### src/rtl/regfile_mp_if.sv
// Register file bus: read ports, PC value, two writeback ports, busy lock and
// the error pulses. Decode/writeback drive it through the master modport; the
// register file sits on the slave modport.
interface regfile_mp_if #(
  parameter int unsigned DATA_W = 32,
  parameter int unsigned ADDR_W = 4,
  parameter int unsigned NUM_RD = 3
);

  logic [NUM_RD*ADDR_W-1:0] rd_addr;
  logic [NUM_RD*DATA_W-1:0] rd_data;
  logic [NUM_RD-1:0]        rd_busy;
  logic [DATA_W-1:0]        pc;
  logic                     wa_en;
  logic [ADDR_W-1:0]        wa_addr;
  logic [DATA_W-1:0]        wa_data;
  logic                     wb_en;
  logic [ADDR_W-1:0]        wb_addr;
  logic [DATA_W-1:0]        wb_data;
  logic                     lock_en;
  logic [ADDR_W-1:0]        lock_addr;
  logic                     wr_conflict;
  logic                     pc_wr_err;

  modport master (
    output rd_addr, pc, wa_en, wa_addr, wa_data, wb_en, wb_addr, wb_data, lock_en, lock_addr,
    input  rd_data, rd_busy, wr_conflict, pc_wr_err
  );

  modport slave (
    input  rd_addr, pc, wa_en, wa_addr, wa_data, wb_en, wb_addr, wb_data, lock_en, lock_addr,
    output rd_data, rd_busy, wr_conflict, pc_wr_err
  );

endinterface

### src/rtl/regfile_mp.sv
// Multi-port register file: NUM_RD registered read ports, two write ports
// (A = ALU, B = load, B wins on same address), PC aliased at PC_ADDR and a
// per-register busy scoreboard.
// Optional feature: define REGFILE_BYPASS_EN for same-cycle write-to-read
// forwarding of data and busy; without it reads see pre-write state.
module regfile_mp #(
  parameter int unsigned DATA_W  = 32,
  parameter int unsigned ADDR_W  = 4,
  parameter int unsigned NUM_RD  = 3,
  parameter int unsigned PC_ADDR = 15
) (
  input logic         clk_i,
  input logic         reset_n_i,
  regfile_mp_if.slave bus
);

  localparam int unsigned NUM_REGS = 2 ** ADDR_W;
  localparam logic [ADDR_W-1:0] PcAddr = ADDR_W'(PC_ADDR);

  logic [DATA_W-1:0]        r_regs [NUM_REGS];
  logic [DATA_W-1:0]        w_regs_d [NUM_REGS];
  logic [NUM_REGS-1:0]      r_busy;
  logic [NUM_REGS-1:0]      w_busy_d;
  logic [NUM_RD*DATA_W-1:0] r_rd_data;
  logic [NUM_RD-1:0]        r_rd_busy;
  logic [DATA_W-1:0]        w_rd_data [NUM_RD];
  logic [NUM_RD-1:0]        w_rd_busy;
  logic                     r_wr_conflict;
  logic                     r_pc_wr_err;
  logic                     w_we_a;
  logic                     w_we_b;
  logic                     w_conflict;
  logic                     w_pc_err;

  // Reset contents: reg0 = 0, reg1 = MSB set, others hold their own index.
  function automatic logic [DATA_W-1:0] f_reset_val(int unsigned idx);
    logic [DATA_W-1:0] v;
    if (idx == 0 || idx == PC_ADDR) begin
      v = '0;
    end else if (idx == 1) begin
      v = {1'b1, {(DATA_W-1){1'b0}}};
    end else begin
      v = DATA_W'(idx);
    end
    return v;
  endfunction

  // Writes to the PC alias never reach storage.
  assign w_we_a     = bus.wa_en && (bus.wa_addr != PcAddr);
  assign w_we_b     = bus.wb_en && (bus.wb_addr != PcAddr);
  assign w_conflict = bus.wa_en && bus.wb_en && (bus.wa_addr == bus.wb_addr);
  assign w_pc_err   = (bus.wa_en && (bus.wa_addr == PcAddr)) ||
                      (bus.wb_en && (bus.wb_addr == PcAddr));

  // Next-state storage and scoreboard: B after A so B wins, lock after clear so lock wins.
  always_comb begin
    w_regs_d = r_regs;
    w_busy_d = r_busy;
    if (w_we_a) begin
      w_regs_d[bus.wa_addr] = bus.wa_data;
    end
    if (w_we_b) begin
      w_regs_d[bus.wb_addr] = bus.wb_data;
    end
    if (bus.wa_en) begin
      w_busy_d[bus.wa_addr] = 1'b0;
    end
    if (bus.wb_en) begin
      w_busy_d[bus.wb_addr] = 1'b0;
    end
    if (bus.lock_en && (bus.lock_addr != PcAddr)) begin
      w_busy_d[bus.lock_addr] = 1'b1;
    end
  end

  for (genvar k = 0; k < NUM_RD; k++) begin : g_rd
    logic [ADDR_W-1:0] w_addr;
    assign w_addr = bus.rd_addr[k*ADDR_W +: ADDR_W];

    // Per-port read mux: storage, optional forwarding, PC alias has final say.
    always_comb begin
      w_rd_data[k] = r_regs[w_addr];
      w_rd_busy[k] = r_busy[w_addr];
`ifdef REGFILE_BYPASS_EN
      if (w_we_a && (bus.wa_addr == w_addr)) begin
        w_rd_data[k] = bus.wa_data;
        w_rd_busy[k] = 1'b0;
      end
      if (w_we_b && (bus.wb_addr == w_addr)) begin
        w_rd_data[k] = bus.wb_data;
        w_rd_busy[k] = 1'b0;
      end
`else
`endif
      if (w_addr == PcAddr) begin
        w_rd_data[k] = bus.pc;
        w_rd_busy[k] = 1'b0;
      end
    end
  end

  // State and registered outputs; reset overrides any write or lock in the same cycle.
  always_ff @(posedge clk_i) begin
    if (!reset_n_i) begin
      for (int unsigned i = 0; i < NUM_REGS; i++) begin
        r_regs[i] <= f_reset_val(i);
      end
      r_busy        <= '0;
      r_rd_data     <= '0;
      r_rd_busy     <= '0;
      r_wr_conflict <= 1'b0;
      r_pc_wr_err   <= 1'b0;
    end else begin
      r_regs <= w_regs_d;
      r_busy <= w_busy_d;
      for (int unsigned k = 0; k < NUM_RD; k++) begin
        r_rd_data[k*DATA_W +: DATA_W] <= w_rd_data[k];
      end
      r_rd_busy     <= w_rd_busy;
      r_wr_conflict <= w_conflict;
      r_pc_wr_err   <= w_pc_err;
    end
  end

  assign bus.rd_data     = r_rd_data;
  assign bus.rd_busy     = r_rd_busy;
  assign bus.wr_conflict = r_wr_conflict;
  assign bus.pc_wr_err   = r_pc_wr_err;

endmodule

### src/flat_wrapper.sv
// flat-port wrapper written by rule: the top's interface ports become plain ports
module regfile_mp_flat 
#(
  parameter int unsigned DATA_W  = 32,
  parameter int unsigned ADDR_W  = 4,
  parameter int unsigned NUM_RD  = 3,
  parameter int unsigned PC_ADDR = 15
)
  (clk_i, reset_n_i, bus_rd_addr, bus_pc, bus_wa_en, bus_wa_addr, bus_wa_data, bus_wb_en, bus_wb_addr, bus_wb_data, bus_lock_en, bus_lock_addr, bus_rd_data, bus_rd_busy, bus_wr_conflict, bus_pc_wr_err);
  regfile_mp_if #(.DATA_W(DATA_W), .ADDR_W(ADDR_W), .NUM_RD(NUM_RD)) bus_i ();
  input logic clk_i;
  input logic reset_n_i;
  input wire logic [$bits(bus_i.rd_addr)-1:0] bus_rd_addr;
  input wire logic [$bits(bus_i.pc)-1:0] bus_pc;
  input wire logic [$bits(bus_i.wa_en)-1:0] bus_wa_en;
  input wire logic [$bits(bus_i.wa_addr)-1:0] bus_wa_addr;
  input wire logic [$bits(bus_i.wa_data)-1:0] bus_wa_data;
  input wire logic [$bits(bus_i.wb_en)-1:0] bus_wb_en;
  input wire logic [$bits(bus_i.wb_addr)-1:0] bus_wb_addr;
  input wire logic [$bits(bus_i.wb_data)-1:0] bus_wb_data;
  input wire logic [$bits(bus_i.lock_en)-1:0] bus_lock_en;
  input wire logic [$bits(bus_i.lock_addr)-1:0] bus_lock_addr;
  output wire logic [$bits(bus_i.rd_data)-1:0] bus_rd_data;
  output wire logic [$bits(bus_i.rd_busy)-1:0] bus_rd_busy;
  output wire logic [$bits(bus_i.wr_conflict)-1:0] bus_wr_conflict;
  output wire logic [$bits(bus_i.pc_wr_err)-1:0] bus_pc_wr_err;
  assign bus_i.rd_addr = bus_rd_addr;
  assign bus_i.pc = bus_pc;
  assign bus_i.wa_en = bus_wa_en;
  assign bus_i.wa_addr = bus_wa_addr;
  assign bus_i.wa_data = bus_wa_data;
  assign bus_i.wb_en = bus_wb_en;
  assign bus_i.wb_addr = bus_wb_addr;
  assign bus_i.wb_data = bus_wb_data;
  assign bus_i.lock_en = bus_lock_en;
  assign bus_i.lock_addr = bus_lock_addr;
  assign bus_rd_data = bus_i.rd_data;
  assign bus_rd_busy = bus_i.rd_busy;
  assign bus_wr_conflict = bus_i.wr_conflict;
  assign bus_pc_wr_err = bus_i.pc_wr_err;
  regfile_mp #(.DATA_W(DATA_W), .ADDR_W(ADDR_W), .NUM_RD(NUM_RD), .PC_ADDR(PC_ADDR)) u_core (.clk_i(clk_i), .reset_n_i(reset_n_i), .bus(bus_i));
endmodule
### config.mk
export PLATFORM = sky130hd
export DESIGN_NAME = regfile_mp_flat
export DESIGN_NICKNAME = d
export VERILOG_FILES = /design/src/rtl/regfile_mp_if.sv /design/src/rtl/regfile_mp.sv /design/src/flat_wrapper.sv
export SDC_FILE = /design/constraint.sdc
export NUM_CORES = 2
export LEC_CHECK = 0
export CORE_AREA = 5 5 287 289
export DETAILED_ROUTE_END_ITERATION = 10
export DIE_AREA = 0 0 292 294
export PLACE_DENSITY_LB_ADDON = 0.15
export RECOVER_POWER = 25
export SETUP_SLACK_MARGIN = 0.3
export SYNTH_ARGS = -nofsm -noshare
export SYNTH_HDL_FRONTEND = slang
export SYNTH_SLANG_ARGS = --single-unit
### constraint.sdc
create_clock -name clk_i -period 1.3 [get_ports clk_i]
set_input_delay 0.195 -clock clk_i [delete_from_list [all_inputs] [get_ports clk_i]]
set_output_delay 0.195 -clock clk_i [all_outputs]
set_load 0.02 [all_outputs]
Word level (Yosys, flattened, before mapping)
Index checks and enable logic that the tools add are counted.
{"block": "word_totals", "register_bits": 629, "elab_cells": 110}
{"block": "classes", "n_reduce_logical": 16, "n_lt_le_gt_ge": 16, "muxes": 35, "eq_ne": 9, "bitwise_logic": 11}
{"op": "$bwmux 512", "n": 2}
{"op": "$mux 512", "n": 2}
{"op": "$bmux 32 s4", "n": 3}
{"op": "$mux 32", "n": 11}
{"op": "$demux 32 s4", "n": 2}
{"op": "$mux 16", "n": 3}
{"op": "$and 16x16->16", "n": 2}
{"op": "$not 16->16", "n": 2}
{"op": "$lt 4x5->1 const B", "n": 6}
{"op": "$ge 5x5->1 const B", "n": 5}
{"op": "$not 4->5", "n": 5}
{"op": "$eq 4x4->1 const B", "n": 5}
{"op": "$or 16x16->16", "n": 1}
{"op": "$bmux 1 s4", "n": 3}
{"op": "$demux 1 s4", "n": 3}
{"op": "$ge 4x1->1 const B", "n": 3}
{"op": "$logic_and 1x1->1", "n": 12}
{"op": "$ne 4x4->1 const B", "n": 3}
{"op": "$lt 5x1->1 const B", "n": 2}
{"op": "$mux 1", "n": 6}
{"op": "$reduce_or 2->1", "n": 3}
{"op": "$eq 4x4->1", "n": 1}
{"op": "$logic_or 1x1->1", "n": 1}
{"op": "$not 1->1", "n": 1}

Depth between registers and ports, before layout
{"block": "logic_depth", "word_depth": 11, "mapped_depth": 7, "mapped_depth_nobuf": 4}

Worst setup path after synthesis
Ideal clock, no wire load.
{"block": "synth_timing", "kind": "input-to-reg", "from": "in bus_wa_addr[0]", "to": "reg u_core.r_regs[139] (netlist name)", "cell_stages": 7, "arrival_ps": 1245, "setup_time_ps": 133, "t_required_ps": 1167, "slack_ps": -77, "cell_sequence": "buf_2 -> and3_1 -> buf_4 -> nand2_2 -> buf_4 -> mux2i_1 -> a21oi_1"}
{"block": "synth_between", "elab_chain_len": 9}
{"item": "from (decl)", "line_no": "flat_wrapper.sv:16", "rtl": "input wire logic [$bits(bus_i.wa_addr)-1:0] bus_wa_addr;"}
{"item": "$not 4->5 (implied by the code)", "line_no": "regfile_mp.sv:60", "rtl": "w_regs_d[bus.wa_addr] = bus.wa_data;"}
{"item": "$ge 5x5->1 (implied by the code) / $lt 5x1->1 (equally long branches)", "line_no": "regfile_mp.sv:60"}
{"item": "$logic_and 1x1->1 (implied by the code)", "line_no": "regfile_mp.sv:60"}
{"item": "$mux 32 (implied by the code)", "line_no": "regfile_mp.sv:60"}
{"item": "$demux 32 s4", "line_no": "regfile_mp.sv:60"}
{"item": "$bwmux 512", "line_no": "regfile_mp.sv:60"}
{"item": "$mux 512 (*)", "line_no": "regfile_mp.sv:59", "rtl": "if (w_we_a) begin"}
{"item": "$bwmux 512", "line_no": "regfile_mp.sv:63", "rtl": "w_regs_d[bus.wb_addr] = bus.wb_data;"}
{"item": "$mux 512 (*)", "line_no": "regfile_mp.sv:62", "rtl": "if (w_we_b) begin"}
{"item": "to (signal, indexed assignment)", "line_no": "regfile_mp.sv:106", "rtl": "r_regs[i] <= f_reset_val(i);"}
{"item": "to (signal assigned)", "line_no": "regfile_mp.sv:114", "rtl": "r_regs <= w_regs_d;"}
{"item": "to (decl)", "line_no": "regfile_mp.sv:20", "rtl": "logic [DATA_W-1:0] r_regs [NUM_REGS];"}
Mark *: on every way between the ends. The rest lies on a longest branch, timed or not.
A chain may end at the register's enable or synchronous reset.

Final worst setup path
{"block": "layout_timing", "from": "reg u_core.r_busy[8]", "to": "reg u_core.r_rd_busy[2], in the netlist u_core.bus.rd_busy[2]"}
{"block": "layout_between", "elab_chain_len": 2}
{"item": "from (decl)", "line_no": "regfile_mp.sv:22", "rtl": "logic [NUM_REGS-1:0] r_busy;"}
{"item": "from (signal assigned)", "line_no": "regfile_mp.sv:115", "rtl": "r_busy <= w_busy_d;"}
{"item": "$bmux 1 s4", "line_no": "regfile_mp.sv:83", "rtl": "w_rd_busy[k] = r_busy[w_addr];"}
{"item": "$mux 1 (implied by the code)", "line_no": "regfile_mp.sv:83"}
{"item": "to (signal assigned)", "line_no": "regfile_mp.sv:119", "rtl": "r_rd_busy <= w_rd_busy;"}
{"item": "to (decl)", "line_no": "regfile_mp.sv:25", "rtl": "logic [NUM_RD-1:0] r_rd_busy;"}
No other way between the ends. The select of a mux whose other input is x is not followed.

==> metrics.md <==
| Metric | Value |
|---|---|
| Post-route insts no fill | 5735 |
| First-pass detailed-route iteration total | 11 |
| R2R Path End | u_core.bus.rd_busy[2]$_SDFF_PP0_ |
| 1st-iter DRT viols | 5357 |
| Seq/Total Area, Yosys | 31.7% |
| CTS clock-pin slew for the worst setup and hold paths | approximately 60 ps |
| Synth Instances | 4183 |
| Multi-input combinational cell area | 25800 sq um |
| Htree depth | 3 |
| Synth Net Count | between 4000 and 5000 |
| WL/cell | between 30 and 40 um |
| Tot GR Track Use | 36.7% |
| Reg2Reg Setup Slack | -70 ps |
| Netlist cell types | between 50 and 60 |
| Clk sinks | 596 |
| Pwr/cell area | 1000 nW/um^2 |
| Async SR Flop Fraction | 0% |
| First-pass GRT wire length | 242 mm |
| Final setup vio count | 40 |
| Die height | 294 um |
| Core area | 79600 sq um |
| MaxCap Viol Count | 0 |
| Clock latency on the worst-skew pair | approximately 640 ps |
| Final worst slack | -66.7 ps |
| Global route total overflow | 0 |
| WP data required | 1790 ps |
| Vias | 38400 |
| Worst Hold End | u_core.bus.wr_conflict$_SDFF_PN0_ |
| Final Hold Fails | 0 |
| Layout cell share with drive strength beyond 1 | approximately 33% |
| Setup CP Type | flop to flop |
| Worst Reg-to-Reg Cells | 4 |
| Worst-case clock buffer depth | 3 |
| Routed WL | 172 mm |
| Port Buffers | 225 |
| Maximum VDD drop | 978 uV |
| CP Launch Type | flop |
| Layout area overhead | 37.9% |
| # IOs | 226 |
| Post-synth EDFFs | 0 |
| Yosys reg bits | between 500 and 600 |
| Slew headroom | between 50% and 60% |
| CTS tree | built |
| Arrival @ worst endpoint | between 1500 and 2000 ps |
| Fin crit period | 1370 ps |
| Placed instance count | 5568 |
| Period utilisation layout | 105% |
| Dpl cell area | between 40000 and 50000 sq um |
| RSZ-0062 raised after global routing | true |
| Leakage | 23.3 nW |
| Worst setup EP type | flop |
| Initial Util | 47.3% |
| Post-route ant nets | 0 |
| Hold depth | 4 |
| FP Rows | 104 |
| Final Skew | ~24 ps |
| Crit-path max FO | 4 |
| Failing checks | design-rule violations, negative setup slack |
| Nets | 4744 |
| Worst min-delay path startpoint | bus_wa_en |
| Synthesized area | 37700 sq um |
| Place WS | -705 ps |
| Slew Viols, Final | 0 |
| Sequential Area | 12200 sq um |
| Pin slew with the least headroom to its limit | 660 ps |
| Initial antenna violation count | 5 |
| Detail Placement HPWL | 114 mm |
| Hold WC Path Type | input port to flop |
| Largest net degree at the start of global routing | 61 |
| Fmax | 0.732 GHz |
| R2R Path Start | u_core.r_busy[8]$_SDFF_PN0_ |
| Detailed-route DRC error count | 2 |
| CTS Root Cell | clkbuf_16 |
| Die ar. | between 80000 and 90000 sq um |
| Vias in the first global route | around 37000 |
| Main flop type after synthesis | dfxtp_1 |
| Outcome | finished with violations |
| RePlAce Congestion | 0.960 |
| Fillers | roughly 6400 |
| Power after layout | approximately 52 mW |
| Die width | 292 um |
| Syn. warnings | 0 |
| TritonCTS Buffers | 69 |
| Via density per instance | 6.69 |
| Syn avg cell area | ~9 sq um |
| Final standard cell area without fillers | 52000 sq um |
==> worst max-delay path, cell delays in order (launching register included) <==
cell and delay, ps:
dfxtp_2 340, mux4_2 450, o211ai_1 170, a21oi_1 70, a21o_1 210
==> state kept, by name, indices dropped and copies added, names as in the netlist <==
signal / count
u_core.bus.rd_busy: 3
u_core.r_busy: 15
u_core.bus.rd_data: 96
u_core.bus.pc_wr_err: 1
u_core.bus.wr_conflict: 1
u_core.r_regs: 480
==> cell type report <==
cell class	instances	share of cell area [%]
Clock buffer	93	3.85
Multi-Input combinational cell	3090	49.7
Timing Repair Buffer	861	19.5
Clock inverter	31	0.848
Tap cell	1060	2.55
Inverter	1	0.00722
Antenna cell	3	0.0144
Sequential cell	596	23.5
==> worst max path at each step <==
stage                                 startpoint                                end  slack [ps]  depth (start not counted)
2_1_floorplan                     bus_wa_addr[0]      u_core.r_regs[481]$_SDFF_PN0_          -3                          6
3_3_place_gp                      bus_rd_addr[5]  u_core.bus.rd_data[39]$_SDFF_PN0_        -660                          7
3_5_place_dp                      bus_wb_addr[3]      u_core.r_regs[432]$_SDFF_PN0_        -700                          8
4_1_cts        u_core.bus.rd_data[64]$_SDFF_PN0_                    bus_rd_data[64]         -50                          1
5_1_grt             u_core.r_busy[12]$_SDFF_PN0_   u_core.bus.rd_busy[2]$_SDFF_PP0_        -110                          4
6_report             u_core.r_busy[8]$_SDFF_PN0_   u_core.bus.rd_busy[2]$_SDFF_PP0_         -70                          4
==> cell usage after synthesis (3+ instances only) <==
cell type / number / area, sq um
a211oi_1: 3 / 22.5
a21boi_0: 3 / 22.5
a21oi_1: 559 / 2800
a221oi_1: 15 / 131
a22oi_1: 194 / 1460
a32oi_1: 13 / 114
and2_1: 11 / 68.8
and3_1: 6 / 37.5
and3b_1: 5 / 43.8
buf_1: 14 / 52.6
buf_2: 72 / 360
buf_4: 65 / 488
buf_6: 53 / 597
clkbuf_1: 284 / 1070
clkbuf_2: 5 / 25.0
clkbuf_4: 3 / 22.5
dfxtp_1: 596 / 11900
mux2_2: 96 / 1080
mux2i_1: 1043 / 10400
mux4_2: 3 / 67.6
nand2_1: 13 / 48.8
nand2_2: 15 / 93.8
nand2_4: 8 / 90.1
nand2b_1: 9 / 56.3
nand3_1: 13 / 65.1
nand3_2: 3 / 30.0
nand3b_1: 102 / 766
nor2_1: 48 / 180
nor2b_1: 24 / 150
o211ai_1: 4 / 30.0
o21ai_0: 653 / 3270
o21ai_1: 18 / 90.1
o221a_2: 96 / 1080
o22ai_1: 106 / 663
xor2_1: 3 / 26.3
==> per-stage QoR <==
| step | util [%] | setup TNS (ps) | hold WS (ps) |
|---|---|---|---|
| 3_5_place_dp | 58.3 | -330190 | 544 |
| 2_1_floorplan | - | -200 | 329 |
| 5_1_grt | 65.2 | -2550 | 44.0 |
| 4_1_cts | 64.5 | -282 | 15.5 |
| 6_report | 65.2 | -833 | 35.5 |
| 3_3_place_gp | 58.3 | -321580 | 543 |
==> cells in the final DEF, fill, tap and decap left out, types with 8 or more instances in the layout <==
cell type / synthesis / routed
mux2i_1: 1043 / 1036
o21ai_0: 653 / 490
a21oi_1: 559 / 475
dfxtp_1: 596 / 386
buf_4: 65 / 364
buf_12: 0 / 200
dfxtp_2: 0 / 200
a22oi_1: 194 / 190
buf_6: 53 / 134
nand3b_1: 102 / 102
clkdlybuf4s50_1: 0 / 101
o221a_4: 0 / 91
o22ai_1: 106 / 90
mux2_4: 0 / 85
o21ai_1: 18 / 85
clkbuf_16: 0 / 83
a21oi_2: 0 / 76
o21ai_4: 0 / 50
o21ai_2: 0 / 46
nor2_1: 48 / 44
nor2b_1: 24 / 17
o22ai_2: 0 / 16
clkbuf_1: 284 / 16
a32oi_1: 13 / 13
clkinv_2: 0 / 13
nand3_1: 13 / 12
clkbuf_8: 0 / 12
clkbuf_2: 5 / 12
nand2_1: 13 / 11
mux2_2: 96 / 11
nand2_8: 0 / 11
a221oi_1: 15 / 10
bufinv_16: 0 / 10
buf_16: 0 / 10
dfxtp_4: 0 / 10
a21oi_4: 0 / 8
buf_2: 72 / 8
==> routing by layer <==
layer | GRT usage (%) | up-vias | wire length (um)
li1 | - | 16700 | -
met2 | 54.3 | 2602 | 72900
met3 | 9.55 | 587 | 20400
met5 | 0 | - | 69
met4 | 17.7 | 8 | 9310
met1 | 50.0 | 18400 | 69500
==> logic make-up after synthesis <==
family / after synthesis / synth area share, %
compound gates: 1671 / 25.8
mux: 1142 / 30.8
flops: 596 / 31.7
buf+inv: 497 / 6.94
simple gates: 273 / 4.71
xor+xnor: 4 / 0.0930
==> repair_timing <==
| item | 4_1_cts | 5_1_grt |
|---|---|---|
| setup buffers | 11 | 5 |
| setup endpoints to repair | 697 | 561 |
| cloned | 11 | 13 |
| pin swaps | 198 | 159 |
| hold buffers | 0 | 0 |
| gates resized for setup | 1221 | 206 |
==> report_power, final <==
group	switching (mW)	leakage (nW)	internal (mW)
clock network	8.63	1.21	12.8
logic	5.87	17.1	4.94
registers	0.685	4.93	19.0
total	15.2	23.3	36.8
(Power assumes the default switching activity.)
